File: src/rtl/flip_sequencer_if.sv
// rtl/flip_sequencer_if.sv - Selection/board-state bundle between game front-end and flip_sequencer
interface flip_sequencer_if;
    logic        restart;
    logic        sel;
    logic [3:0]  sel_idx;
    logic [47:0] memory_flat;
    logic        time_over;
    logic [15:0] flip;
    logic [15:0] matched;
    logic [3:0]  ccount;
    logic [3:0]  wcount;
    logic        busy;
    logic        game_win;
    logic        game_over;

    modport master (
        output restart, sel, sel_idx, memory_flat, time_over,
        input  flip, matched, ccount, wcount, busy, game_win, game_over
    );

    modport slave (
        input  restart, sel, sel_idx, memory_flat, time_over,
        output flip, matched, ccount, wcount, busy, game_win, game_over
    );
endinterface

File: src/rtl/flip_sequencer.sv
// rtl/flip_sequencer.sv - Memory-game flow FSM: two-card reveal, hold, compare; option WRONG_LIMIT_EN
module flip_sequencer #(
    parameter int HOLD_CYCLES = 25_000_000,
    parameter int HOLD_W      = 25,
    parameter int MAX_WRONG   = 10
) (
    input  logic              clk_i,
    input  logic              rst_ni,
    flip_sequencer_if.slave   bus
);
    typedef enum logic [2:0] {
        ST_FIRST,
        ST_SECOND,
        ST_SHOW,
        ST_RESOLVE,
        ST_DONE
    } state_t;

`ifdef WRONG_LIMIT_EN
    localparam bit WrongLimitEn = 1'b1;
`else
    localparam bit WrongLimitEn = 1'b0;
`endif
    localparam logic [HOLD_W-1:0] HoldLast = HOLD_W'(HOLD_CYCLES - 1);

    state_t            state_q;
    logic [HOLD_W-1:0] cnt_q;
    logic [3:0]        first_idx_q, second_idx_q;
    logic [15:0]       flip_q, matched_q;
    logic [3:0]        ccount_q, wcount_q;
    logic              busy_q, game_win_q, game_over_q;

    logic              sel_valid_d;
    logic [5:0]        off_a_d, off_b_d;
    logic              pair_eq_d;
    logic [15:0]       pair_mask_d;
    logic [3:0]        wcount_d;

    assign sel_valid_d = bus.sel && !flip_q[bus.sel_idx];
    assign off_a_d     = 6'(first_idx_q) * 6'd3;
    assign off_b_d     = 6'(second_idx_q) * 6'd3;
    assign pair_eq_d   = bus.memory_flat[off_a_d +: 3] == bus.memory_flat[off_b_d +: 3];
    assign pair_mask_d = (16'd1 << first_idx_q) | (16'd1 << second_idx_q);
    assign wcount_d    = (wcount_q == 4'hF) ? 4'hF : wcount_q + 4'd1;

    always_ff @(posedge clk_i or negedge rst_ni) begin
        if (!rst_ni) begin
            state_q      <= ST_FIRST;
            cnt_q        <= '0;
            first_idx_q  <= '0;
            second_idx_q <= '0;
            flip_q       <= '0;
            matched_q    <= '0;
            ccount_q     <= '0;
            wcount_q     <= '0;
            busy_q       <= 1'b0;
            game_win_q   <= 1'b0;
            game_over_q  <= 1'b0;
        end else if (bus.restart) begin
            state_q      <= ST_FIRST;
            cnt_q        <= '0;
            first_idx_q  <= '0;
            second_idx_q <= '0;
            flip_q       <= '0;
            matched_q    <= '0;
            ccount_q     <= '0;
            wcount_q     <= '0;
            busy_q       <= 1'b0;
            game_win_q   <= 1'b0;
            game_over_q  <= 1'b0;
        end else if (bus.time_over && state_q != ST_DONE) begin
            // Time-out abandons any pending pair unscored.
            state_q     <= ST_DONE;
            flip_q      <= matched_q;
            busy_q      <= 1'b0;
            game_over_q <= 1'b1;
        end else begin
            case (state_q)
                ST_FIRST: if (sel_valid_d) begin
                    flip_q[bus.sel_idx] <= 1'b1;
                    first_idx_q         <= bus.sel_idx;
                    state_q             <= ST_SECOND;
                end
                ST_SECOND: if (sel_valid_d) begin
                    flip_q[bus.sel_idx] <= 1'b1;
                    second_idx_q        <= bus.sel_idx;
                    cnt_q               <= '0;
                    busy_q              <= 1'b1;
                    state_q             <= ST_SHOW;
                end
                ST_SHOW: begin
                    if (cnt_q == HoldLast) state_q <= ST_RESOLVE;
                    else                   cnt_q   <= cnt_q + 1'b1;
                end
                ST_RESOLVE: begin
                    busy_q <= 1'b0;
                    if (pair_eq_d) begin
                        matched_q <= matched_q | pair_mask_d;
                        ccount_q  <= ccount_q + 4'd1;
                        if (ccount_q == 4'd7) begin
                            state_q     <= ST_DONE;
                            game_win_q  <= 1'b1;
                            game_over_q <= 1'b1;
                        end else begin
                            state_q <= ST_FIRST;
                        end
                    end else begin
                        flip_q   <= flip_q & ~pair_mask_d;
                        wcount_q <= wcount_d;
                        if (WrongLimitEn && wcount_d == 4'(MAX_WRONG)) begin
                            state_q     <= ST_DONE;
                            game_over_q <= 1'b1;
                        end else begin
                            state_q <= ST_FIRST;
                        end
                    end
                end
                ST_DONE:  flip_q  <= matched_q;
                default:  state_q <= ST_FIRST;
            endcase
        end
    end

    assign bus.flip      = flip_q;
    assign bus.matched   = matched_q;
    assign bus.ccount    = ccount_q;
    assign bus.wcount    = wcount_q;
    assign bus.busy      = busy_q;
    assign bus.game_win  = game_win_q;
    assign bus.game_over = game_over_q;
endmodule

File: src/flat_wrapper.sv
// flat-port wrapper written by rule: the top's interface ports become plain ports
module flip_sequencer_flat 
#(
    parameter int HOLD_CYCLES = 25_000_000,
    parameter int HOLD_W      = 25,
    parameter int MAX_WRONG   = 10
)
  (clk_i, rst_ni, bus_restart, bus_sel, bus_sel_idx, bus_memory_flat, bus_time_over, bus_flip, bus_matched, bus_ccount, bus_wcount, bus_busy, bus_game_win, bus_game_over);
  flip_sequencer_if bus_i ();
  input  logic clk_i;
  input  logic rst_ni;
  input wire logic [$bits(bus_i.restart)-1:0] bus_restart;
  input wire logic [$bits(bus_i.sel)-1:0] bus_sel;
  input wire logic [$bits(bus_i.sel_idx)-1:0] bus_sel_idx;
  input wire logic [$bits(bus_i.memory_flat)-1:0] bus_memory_flat;
  input wire logic [$bits(bus_i.time_over)-1:0] bus_time_over;
  output wire logic [$bits(bus_i.flip)-1:0] bus_flip;
  output wire logic [$bits(bus_i.matched)-1:0] bus_matched;
  output wire logic [$bits(bus_i.ccount)-1:0] bus_ccount;
  output wire logic [$bits(bus_i.wcount)-1:0] bus_wcount;
  output wire logic [$bits(bus_i.busy)-1:0] bus_busy;
  output wire logic [$bits(bus_i.game_win)-1:0] bus_game_win;
  output wire logic [$bits(bus_i.game_over)-1:0] bus_game_over;
  assign bus_i.restart = bus_restart;
  assign bus_i.sel = bus_sel;
  assign bus_i.sel_idx = bus_sel_idx;
  assign bus_i.memory_flat = bus_memory_flat;
  assign bus_i.time_over = bus_time_over;
  assign bus_flip = bus_i.flip;
  assign bus_matched = bus_i.matched;
  assign bus_ccount = bus_i.ccount;
  assign bus_wcount = bus_i.wcount;
  assign bus_busy = bus_i.busy;
  assign bus_game_win = bus_i.game_win;
  assign bus_game_over = bus_i.game_over;
  flip_sequencer #(.HOLD_CYCLES(HOLD_CYCLES), .HOLD_W(HOLD_W), .MAX_WRONG(MAX_WRONG)) u_core (.clk_i(clk_i), .rst_ni(rst_ni), .bus(bus_i));
endmodule
File: config.mk
export PLATFORM = sky130hd
export DESIGN_NAME = flip_sequencer_flat
export DESIGN_NICKNAME = d
export VERILOG_FILES = /design/src/rtl/flip_sequencer_if.sv /design/src/rtl/flip_sequencer.sv /design/src/flat_wrapper.sv
export SDC_FILE = /design/constraint.sdc
export NUM_CORES = 1
export LEC_CHECK = 0
export CAP_MARGIN = 20
export CORE_MARGIN = 3
export CORE_UTILIZATION = 59
export CTS_BUF_LIST = sky130_fd_sc_hd__clkbuf_4 sky130_fd_sc_hd__clkbuf_8
export DETAILED_ROUTE_END_ITERATION = 16
export GPL_TIMING_DRIVEN = 0
export HOLD_SLACK_MARGIN = 0.06
export PLACE_DENSITY = 0.95
export SYNTH_ARGS = -nofsm -noshare
export SYNTH_HDL_FRONTEND = slang
export SYNTH_SLANG_ARGS = --single-unit
File: constraint.sdc
create_clock -name clk_i -period 6.4 [get_ports clk_i]
set_input_delay 0.96 -clock clk_i [delete_from_list [all_inputs] [get_ports clk_i]]
set_output_delay 0.96 -clock clk_i [all_outputs]
set_load 0.005 [all_outputs]
==> impl_metrics.tcl <==
set metrics [dict create \
    yosys_warnings 0 \
    tightest_slew_ps 771 \
    htreeDepth 3 \
    start_kind "primary input" \
    slew_violations 0 \
    vias 5083 \
    synthTopCellsByCount "dfrtp_1, nor2_1, nand2_1" \
    finalSetupViolCount 0 \
    max_slew_margin_pct 48.2 \
    die_w_microns 101 \
    nets 712 \
    synth-seq-area-share_pct 37.4 \
    synth_seq_cells 79 \
    rsz0062_at_grt "no" \
    final_cells 762 \
    dieArea_sq_um 10100 \
    min_delay_path_depth 1 \
    synth.distinct_cells 59 \
    p_sw_mw 0.344 \
    avgSynthCellArea_sq_um 9.74 \
    clockRootBuffer "clkbuf_8" \
    end_kind "flip-flop" \
    tns_ps 0 \
    cts.path.max_buffers 2 \
    synth_area_leaders "dfrtp_1, mux4_2, nor2_1" \
    status "completed" \
    cts_inserted_buffers 9 \
    cts_tree "built" \
    area_delta_synth_final_pct 26.0 \
    synth_most_common_cell "dfrtp_1" \
    synth_edf_count 0 \
    worst_r2r_path_depth 11 \
    core_sq_um 8460 \
    holdPathEnd "u_core.cnt_q[0]" \
    rrSetupSlack_ps 3150 \
    antenna_cells 0 \
    finClkSkew_ps 12.3 \
    cp_data_required_time_ps 6630 \
    antenna_found_initial 0 \
    r2r_end "u_core.bus.flip[14]" \
    power_density_nw_per_um2 187 \
    drive_gt1_share_pct 12.6 \
    post_cts_resized 0 \
    die_y_microns 101 \
    synth_top_area_share_pct 37.4 \
    synthArstFlopShare_pct 100 \
    yosysTopAreaCell "dfrtp_1" \
    vias_per_cell 6.67 \
    dp_cells 746 \
    grt_use_total_pct 31.6 \
    io_pins 100 \
    dr.pass1.iters 6 \
    grt_max_degree 48 \
    drc 0 \
    nFillCells 553 \
    grt_pass1_wl_microns 25200 \
    hold_path_class "reg2reg" \
    fin_util_pct 78.7 \
    synth_nets 603 \
    clkTransAtPathRegs_ps 80 \
    routed_wl_microns 15500 \
    cp_max_fo 10 \
    p_int_mw 0.900 \
    drt.antenna.violating_nets 0 \
    critical_path_class "in2reg" \
    cts_hold_buf 0 \
    hp-start "u_core.cnt_q[0]" \
    gp_congestion 0.964 \
    vdd_drop_max_uv 128 \
    syn_area_sq_um 5290 \
    cts_setup_buffers 0 \
    p_comb_share_pct 21.5 \
    leakage_nw 2.60 \
    wire_per_inst_microns 20.4 \
    min_period_ps 3630 \
    max_freq_ghz 0.276 \
    drt_first_iter_violations 550 \
    gr-total-overflow 0 \
    r2r-start "u_core.second_idx_q[1]" \
    whs_ps 535 \
    first_global_vias 5099 \
    maxCapViolations 0 \
    start_util_pct 62.5 \
    rows 33 \
    ys.flop_type "dfrtp_1" \
    postSynthCellCount 543 \
    period_share_pct 56.7 \
    p_seq_share_pct 41.6 \
    numPortBuffers 97 \
    hold_violations 0 \
    p_clk_share_pct 36.8 \
    hpwl_microns 11600 \
    arrival_ps 3860 \
    p_sw_share_pct 27.7 \
    clock_sinks 79 \
    clock_latency_ps 360 \
]
power by group through the flow:
stage | Combinational, mW | Sequential [mW] | Clock [mW]
final | 0.268 | 0.518 | 0.458
after global routing | 0.287 | 0.519 | 0.484
after floorplan | 0.158 | 0.526 | 0
after CTS | 0.264 | 0.517 | 0.460
after global placement | 0.252 | 0.527 | 0
after detailed placement | 0.261 | 0.527 | 0
per-stage QoR:
step / power (mW) / cell area, sq um / setup slack (ps)
final: 1.24 / 6660 / 2770
after global routing: 1.29 / 6660 / 2650
after CTS: 1.24 / 6660 / 2770
after detailed placement: 0.789 / 6420 / 2400
after global placement: 0.779 / 6390 / 1730
after floorplan: 0.684 / 5290 / 3110
worst max path at each step:
stage,start,to,cells past startpoint
2_1_floorplan,bus_sel_idx[0],u_core.bus.flip[0],8
3_3_place_gp,rst_ni,u_core.second_idx_q[1],1
3_5_place_dp,bus_sel_idx[0],u_core.cnt_q[24],8
4_1_cts,bus_sel_idx[0],u_core.cnt_q[12],8
5_1_grt,bus_sel_idx[0],u_core.cnt_q[12],8
6_report,bus_sel_idx[0],u_core.cnt_q[12],8
sequential cells by signal (all words and copies together) (netlist names):
| name | flops |
|---|---|
| u_core.second_idx_q | 4 |
| u_core.bus.ccount | 4 |
| u_core.bus.matched | 16 |
| u_core.cnt_q | 25 |
| u_core.bus.game_over | 1 |
| u_core.bus.flip | 16 |
| u_core.bus.wcount | 4 |
| u_core.bus.game_win | 1 |
| u_core.state_q | 3 |
| u_core.bus.busy | 1 |
| u_core.first_idx_q | 4 |
per-layer routing:
layer	GRT usage (%)	part of all wire, %
met5	0	0
met4	11.3	2.4
met3	8.10	12
met2	51.1	48
met1	41.3	38
logic make-up (layout without fill, tap and decap cells):
| group | Yosys count | in the layout | synth area share [%] |
|---|---|---|---|
| AO/OA/AOI/OAI | 113 | 113 | 15.4 |
| XOR/XNOR | 26 | 26 | 4.31 |
| adder cells (fa/ha/maj) | 3 | 3 | 0.710 |
| buffers and inverters | 51 | 165 | 4.94 |
| flip-flops | 79 | 79 | 37.4 |
| multiplexers | 51 | 51 | 17.4 |
| AND/OR/NAND/NOR | 220 | 220 | 19.9 |
critical path: stages:
cell and delay [ps]:
clkdlybuf4s50_1 510, buf_6 180, mux4_2 500, mux2_4 270
a2111o_4 570, o31ai_4 340, clkbuf_1 420, nor2_1 110
cell usage in the layout (no fill, tap or decap), types with 15 or more instances in the layout:
| cell type | n |
|---|---|
| nor2_1 | 68 |
| xor2_1 | 17 |
| a21oi_1 | 28 |
| clkdlybuf4s50_1 | 96 |
| o21ai_0 | 20 |
| nor3_1 | 30 |
| mux4_2 | 25 |
| inv_1 | 15 |
| clkbuf_1 | 25 |
| nand3_1 | 26 |
| dfrtp_1 | 79 |
| nand2_1 | 44 |
final cells by class:
type	instances	area (sq um)	area share (%)
buffer	36	205	3.08
sequential	79	1980	29.7
clock buffer	10	131	1.97
tap	105	131	1.97
inverter	15	56.3	0.845
multi-input combinational	413	3050	45.8
timing repair buffer	98	996	14.9
clock inverter	6	115	1.73
Power figures use the tool's default switching activity.
